$ cat src/rtl/reg_xfer_ctrl_pkg.sv
// Shared definitions for the register transfer sequencer: select constants,
// op and state encodings, and the legal-operand check reused by the decoder.
package reg_xfer_ctrl_pkg;

  localparam int RX_DATA_W = 8;
  localparam int RX_SEL_W  = 8;

  localparam logic [RX_SEL_W-1:0] SEL_AL = 8'h01;
  localparam logic [RX_SEL_W-1:0] SEL_BL = 8'h02;
  localparam logic [RX_SEL_W-1:0] SEL_CL = 8'h04;
  localparam logic [RX_SEL_W-1:0] SEL_DL = 8'h08;

  typedef enum logic [1:0] {
    OP_MOV  = 2'b00,
    OP_SWAP = 2'b01,
    OP_LDI  = 2'b10,
    OP_CLR  = 2'b11
  } op_e;

  typedef enum logic [2:0] {
    ST_IDLE   = 3'd0,
    ST_MOV_X  = 3'd1,
    ST_LDI_W  = 3'd2,
    ST_CLR_W  = 3'd3,
    ST_SW_RDA = 3'd4,
    ST_SW_XFR = 3'd5,
    ST_SW_WRB = 3'd6,
    ST_FIN    = 3'd7
  } state_e;

  // One-hot alone is not enough: the select must name an implemented register.
  function automatic logic sel_legal(input logic [RX_SEL_W-1:0] sel);
    return (sel == SEL_AL) || (sel == SEL_BL) || (sel == SEL_CL) || (sel == SEL_DL);
  endfunction

endpackage

$ cat src/rtl/reg_xfer_ctrl.sv
// Micro-sequencer driving reg_file's single read and write ports for
// MOV / SWAP / LDI / CLR, with a valid/ready command interface.
//
// state     | meaning
// IDLE      | ready for a command
// MOV_X     | read src and write dst in the same cycle
// LDI_W     | write immediate to dst
// CLR_W     | write zero to dst
// SW_RDA    | read A into tmp
// SW_XFR    | read B, write it to A
// SW_WRB    | write tmp to B
// FIN       | done pulse, then back to IDLE
module reg_xfer_ctrl
  import reg_xfer_ctrl_pkg::*;
#(
  parameter int DATA_W = RX_DATA_W,
  parameter int SEL_W  = RX_SEL_W
) (
  input  logic              clk,
  input  logic              reset,
  input  logic              cmd_valid,
  output logic              cmd_ready,
  input  logic [1:0]        cmd_op,
  input  logic [SEL_W-1:0]  cmd_dst,
  input  logic [SEL_W-1:0]  cmd_src,
  input  logic [DATA_W-1:0] cmd_imm,
  output logic              done,
  output logic              err,
  output logic              busy,
  output logic              reg_r,
  output logic [SEL_W-1:0]  reg_r_select,
  input  logic [DATA_W-1:0] reg_r_line,
  output logic              reg_w,
  output logic [SEL_W-1:0]  reg_w_select,
  output logic [DATA_W-1:0] reg_w_line
);

  state_e              r_state;
  state_e              w_next;
  op_e                 r_op;
  logic [SEL_W-1:0]    r_dst;
  logic [SEL_W-1:0]    r_src;
  logic [DATA_W-1:0]   r_imm;
  logic [DATA_W-1:0]   r_tmp;
  logic                r_err;

  logic                w_accept;
  logic                w_legal;
  op_e                 w_op;

  assign w_op     = op_e'(cmd_op);
  assign w_accept = cmd_valid && (r_state == ST_IDLE);
  // src only matters for the two ops that read a register.
  assign w_legal  = sel_legal(cmd_dst) &&
                    (((w_op == OP_MOV) || (w_op == OP_SWAP)) ? sel_legal(cmd_src) : 1'b1);

  always_ff @(posedge clk) begin
    if (reset) begin
      r_state <= ST_IDLE;
      r_op    <= OP_MOV;
      r_dst   <= '0;
      r_src   <= '0;
      r_imm   <= '0;
      r_tmp   <= '0;
      r_err   <= 1'b0;
    end else begin
      r_state <= w_next;
      r_err   <= w_accept && !w_legal;
      if (w_accept) begin
        r_op  <= w_op;
        r_dst <= cmd_dst;
        r_src <= cmd_src;
        r_imm <= cmd_imm;
      end
      if (r_state == ST_SW_RDA) r_tmp <= reg_r_line;
    end
  end

  always_comb begin
    w_next = r_state;
    case (r_state)
      ST_IDLE: begin
        if (w_accept && w_legal) begin
          case (w_op)
            OP_MOV:  w_next = ST_MOV_X;
            OP_SWAP: w_next = ST_SW_RDA;
            OP_LDI:  w_next = ST_LDI_W;
            default: w_next = ST_CLR_W;
          endcase
        end
      end
      ST_MOV_X:  w_next = ST_FIN;
      ST_LDI_W:  w_next = ST_FIN;
      ST_CLR_W:  w_next = ST_FIN;
      ST_SW_RDA: w_next = ST_SW_XFR;
      ST_SW_XFR: w_next = ST_SW_WRB;
      ST_SW_WRB: w_next = ST_FIN;
      default:   w_next = ST_IDLE;
    endcase
  end

  always_comb begin
    reg_r        = 1'b0;
    reg_r_select = '0;
    reg_w        = 1'b0;
    reg_w_select = '0;
    reg_w_line   = '0;
    case (r_state)
      ST_MOV_X: begin
        reg_r        = 1'b1;
        reg_r_select = r_src;
        reg_w        = 1'b1;
        reg_w_select = r_dst;
        reg_w_line   = reg_r_line;
      end
      ST_LDI_W: begin
        reg_w        = 1'b1;
        reg_w_select = r_dst;
        reg_w_line   = r_imm;
      end
      ST_CLR_W: begin
        reg_w        = 1'b1;
        reg_w_select = r_dst;
      end
      ST_SW_RDA: begin
        reg_r        = 1'b1;
        reg_r_select = r_dst;
      end
      ST_SW_XFR: begin
        reg_r        = 1'b1;
        reg_r_select = r_src;
        reg_w        = 1'b1;
        reg_w_select = r_dst;
        reg_w_line   = reg_r_line;
      end
      ST_SW_WRB: begin
        reg_w        = 1'b1;
        reg_w_select = r_src;
        reg_w_line   = r_tmp;
      end
      default: ;
    endcase
  end

  assign cmd_ready = (r_state == ST_IDLE);
  assign busy      = (r_state != ST_IDLE) && (r_state != ST_FIN);
  assign done      = (r_state == ST_FIN);
  assign err       = r_err;

endmodule

$ cat config.mk
export PLATFORM = sky130hd
export DESIGN_NAME = reg_xfer_ctrl
export DESIGN_NICKNAME = d
export VERILOG_FILES = /design/src/rtl/reg_xfer_ctrl_pkg.sv /design/src/rtl/reg_xfer_ctrl.sv
export SDC_FILE = /design/constraint.sdc
export NUM_CORES = 1
export LEC_CHECK = 0
export ABC_AREA = 1
export CORE_ASPECT_RATIO = 0.75
export CORE_UTILIZATION = 48
export DETAILED_ROUTE_END_ITERATION = 6
export GPL_ROUTABILITY_DRIVEN = 0
export GPL_TIMING_DRIVEN = 0
export PLACE_DENSITY = 0.85
export SLEW_MARGIN = 20
export SYNTH_ARGS = -nofsm -noshare
export SYNTH_HDL_FRONTEND = slang
export SYNTH_SLANG_ARGS = --single-unit
$ cat constraint.sdc
create_clock -name clk -period 3.35 [get_ports clk]
set_input_delay 0.8375 -clock clk [delete_from_list [all_inputs] [get_ports clk]]
set_output_delay 0.8375 -clock clk [all_outputs]
set_load 0.02 [all_outputs]
== Word level (Yosys, flattened, before mapping) ==
Cells that the tools add are included.

* Input port bits: 37
* Output and inout port bits: 30
* Word-level logic and storage cells: 55
* Bits in registers: 36

* Multiplexer cells: 9
* Eq/ne operators: 19
* Reductions and logical operators: 21

{| class="wikitable"
|+ Operator list
! operator !! number
|-
| $pmux W8 S2 || 2
|-
| $pmux W8 S3 || 1
|-
| $eq A8 B1 Y1 const B || 2
|-
| $eq A8 B2 Y1 const B || 2
|-
| $eq A8 B3 Y1 const B || 2
|-
| $eq A8 B4 Y1 const B || 2
|-
| $eq A3 B3 Y1 const B || 4
|-
| $pmux W3 S4 || 1
|-
| $pmux W3 S3 || 1
|-
| $reduce_or A4 Y1 || 2
|-
| $logic_or A1 B1 Y1 || 7
|-
| $eq A3 B2 Y1 const B || 2
|-
| $logic_and A1 B1 Y1 || 5
|-
| $reduce_or A5 Y1 || 1
|-
| $eq A3 B1 Y1 const B || 1
|-
| $logic_not A3 Y1 || 1
|-
| $mux W1 || 3
|-
| $mux W3 || 1
|-
| $ne A3 B3 Y1 const B || 1
|-
| $reduce_bool A3 Y1 || 1
|-
| $reduce_or A3 Y1 || 1
|-
| $eq A2 B1 Y1 const B || 1
|-
| $eq A2 B2 Y1 const B || 1
|-
| $logic_not A2 Y1 || 1
|-
| 3 further kinds || 3
|}

== Longest topological paths before layout ==
* Depth in word-level cells: 9
* Mapped depth: 8
* Depth with buffers taken out: 8

== Least setup slack after synthesis ==
OpenSTA, ideal clock, no wires.

* Path type: register to output
* Start: reg r_state[2]
* End: out reg_w_select[0]
* Buffers on the path: 0
* Cell stages (with the launch flop): 5
* Required time: 2.513 ns
* Setup slack: 1.208 ns
* Arrival time: 1.304 ns
* Path through: dfxtp_1 > nand2_1 > nor2_2 > inv_1 > o22ai_1

* Word-level cells in the longest chain between the ends: 3
* Elaborated cells on any way between the ends: 7
* Those cells by class: 5 x eq/ne; 1 x mux; 1 x reduce/logical

{| class="wikitable"
|+ Ends and longest elaborated chain
! element !! line !! source
|-
| from (decl) || reg_xfer_ctrl.sv:38 || <nowiki>state_e r_state;</nowiki>
|-
| from (signal assigned) || reg_xfer_ctrl.sv:67 || <nowiki>r_state <= w_next;</nowiki>
|-
| $eq A3 B3 Y1 (tied with other cells) || reg_xfer_ctrl.sv:108 || <nowiki>case (r_state)</nowiki>
|-
| $reduce_or A4 Y1 (no source line) || n/a ||
|-
| $pmux W8 S2 * || reg_xfer_ctrl.sv:108 ||
|-
| to (decl) || reg_xfer_ctrl.sv:34 || <nowiki>output logic [SEL_W-1:0] reg_w_select,</nowiki>
|}

Mark *: on every way between the ends. The rest lies on a longest branch, timed or not.

== Worst setup path in the final report ==
* Start: reg r_state[2]
* End: out reg_w_select[2]

The elaborated chain is that of the path after synthesis.

==> impl_metrics.toml <==
[power]
power.leakage_uw = 0.00111
p_switching_uw = 232
internal_power_uw = 660
ir_drop_uv = 262
p_seq_frac = 0.512
p_clk_frac = 0.328
switching_share = 0.260
power_density_nw_per_um2 = 339
p_comb_frac = 0.161

[clock_network]
clock_path_buffers = 2
clk_pin_slew_worst_paths_ns = 0.07
cts-root-buf = "clkbuf_8"
cts_hold_buffers = 0
cts_tree = "yes"
clock_latency_ns = 0.29
numClockSinks = 36
post_cts_buffers = 0
cts-htree-levels = 2
cts.repair.resized = 0
cts-buffers-inserted = 5

[worst_setup_path]
worst_setup_path_end_kind = "output pin"
critPathKind = "flip-flop to output pin"
path_max_fanout = 9
rr_worst_depth = 7
r2r_start = "r_state[0]$_SDFFE_PP0P_"
regToRegSetupSlack_ns = 1.93
setup.worst_path.start_class = "flip-flop"
crit_required_ns = 2.51
rr_endpoint = "r_src[5]$_SDFFE_PP0P_"
arrival_ns = 2.26

[timing]
finalHoldViolations = 0
timing.final.ws_setup_ns = 0.255
fmax_mhz = 323
setup_tns_ns = 0
fin_crit_ns = 3.09
max_slew_margin = 0.586
fin_skew_ns = 0.00257
setup_violations = 0
hold-worst-slack_ns = 0.467
rsz0062_at_grt = "no"
finalMaxSlewViolations = 0
timing.final.crit_share = 0.924
worst_slew_pin_slew_ns = 0.617

[detailed_routing]
drt_iter0_drc = 105
wl_mm = 5.10
postRouteAntennaNets = 0
drtPass1Iterations = 5
drc = 0
vias = 1995
routedWlPerCell_um = 13.1
vias_per_cell = 5.12

[global_route]
grt_pass1_wl_mm = 8.38
antenna_found_initial = 0
grt_max_degree = 11
overflow = 0
grt_pass1_vias = 1827
grt_use_total = 0.269

[final_layout]
final_cells = 390
drive_above_1_share = 0.0651
finish.instance_area_um2 = 2630
syn_to_final_growth_pct = 43.9
nets = 380
num_antenna_cells = 0

[placed_design]
place_area_um2 = 2550
pre_cts_slack_ns = 0.406
port_buffers = 65
hpwl_mm = 3.68
dp_cells = 383

[hold_path]
hold_start = "r_imm[6]$_SDFFE_PP0P_"
hold_path_class = "flip-flop to flip-flop"
hold_depth = 2
holdPathEnd = "r_imm[6]$_SDFFE_PP0P_"

[die]
die_area_um2 = 4070
rows = 19
initial_core_util = 0.500
die_h_um = 55.5
io_pins = 67
die_w_um = 73.3
core_um2 = 3660

[yosys]
syn_nets = 308
synth-warning-count = 0
synth-edff-count = 0
synth_seq_cells = 36
synthArstFlopShare = 0
ys_seq_area_frac = 0.394
syn_area_per_cell_um2 = 6.88
synth_ff_type = "dfxtp_1"
syn-cell-area_um2 = 1830
yosys.cell_types.count = 24
syn_inst = 266

[outcome]
outcome = "completed"

[job]
maxCapViolations = 0
==> synth_stat cells, types with 5 or more instances <==
cell type / number / area, um2
a22oi_1: 8 / 60.1
o21ai_0: 20 / 100
o22ai_1: 16 / 100
nor2_1: 27 / 101
buf_2: 6 / 30.0
inv_1: 35 / 131
ha_1: 5 / 62.6
a21oi_1: 29 / 145
nand3_1: 9 / 45.0
o21ai_1: 7 / 35.0
nand2_1: 54 / 203
dfxtp_1: 36 / 721
==> kinds of logic (layout without fill, tap and decap cells) <==
kind of cell	count (synthesis)	in the layout	share of synthesized area
AND/OR/NAND/NOR	98	98	0.223
AO/OA/AOI/OAI	80	80	0.241
buffers and inverters	47	119	0.109
flip-flops	36	36	0.394
adder cells (fa/ha/maj)	5	5	0.0342
==> state kept, by name (all words and copies together), names as in the netlist <==
| register | flops |
|---|---|
| r_dst | 8 |
| r_imm | 8 |
| r_src | 8 |
| r_tmp | 8 |
| r_state | 3 |
| err | 1 |
==> worst max-delay path by stage <==
stage | startpoint | end | slack, ns | cells past startpoint
floorplan | r_state[2]$_SDFFE_PP0P_ | reg_w_select[0] | 1.21 | 4
global placement | reg_r_line[7] | reg_w_line[7] | 0.42 | 4
detailed placement | r_state[2]$_SDFFE_PP0P_ | reg_w_line[0] | 0.41 | 4
CTS | r_state[2]$_SDFFE_PP0P_ | reg_w_line[0] | 0.09 | 4
global route | r_state[2]$_SDFFE_PP0P_ | reg_w_select[7] | 0.10 | 5
finish | r_state[2]$_SDFFE_PP0P_ | reg_w_select[2] | 0.26 | 5
==> worst max-delay path, stage by stage, from the launching register on <==
cell and delay (ns):
dfxtp_1 0.50, nand2_1 0.17, nor2_4 0.25, inv_1 0.22, o22ai_1 0.21, clkdlybuf4s50_1 0.63
==> routing by layer <==
layer  GRT usage  share of wire  vias up
li1            -              -     1015
met5           0              0        -
met1       0.393           0.49      882
met3      0.0766          0.085        8
met4      0.0934          0.015        0
met2       0.377           0.41       90
==> final cells by class <==
type / count / area, um2
buffer: 10 / 60.1
inverter: 37 / 139
fill: 315 / 1030
clock inverter: 1 / 5.00
clock buffer: 6 / 72.6
sequential: 36 / 721
timing repair buffer: 65 / 651
multi-input combinational: 183 / 921
tap: 52 / 65.1
==> placed cells by master, fill, tap and decap left out, drive strengths merged, types with 2 or more instances in the layout <==
cell and count:
dfxtp 36, nand3 9, o21ai 27, clkbuf 7
nor2 30, ha 5, clkinv 2, inv 36
buf 9, o22ai 16, nand2 56, a21oi 29
clkdlybuf4s50 65, a22oi 8
==> per-stage QoR <==
step / util / total power [uW]
after floorplan: - / 535
after global placement: 0.695 / 604
after detailed placement: 0.695 / 607
after CTS: 0.717 / 892
after global routing: 0.719 / 934
final: 0.719 / 892
==> power by group through the flow <==
stage | Clock [uW] | Sequential [uW] | Combinational [uW]
floorplan | 0 | 465 | 70.1
global placement | 0 | 466 | 138
detailed placement | 0 | 466 | 141
CTS | 294 | 456 | 142
global route | 317 | 458 | 158
finish | 292 | 456 | 143
Note: power is estimated with default switching activity, not from simulation.
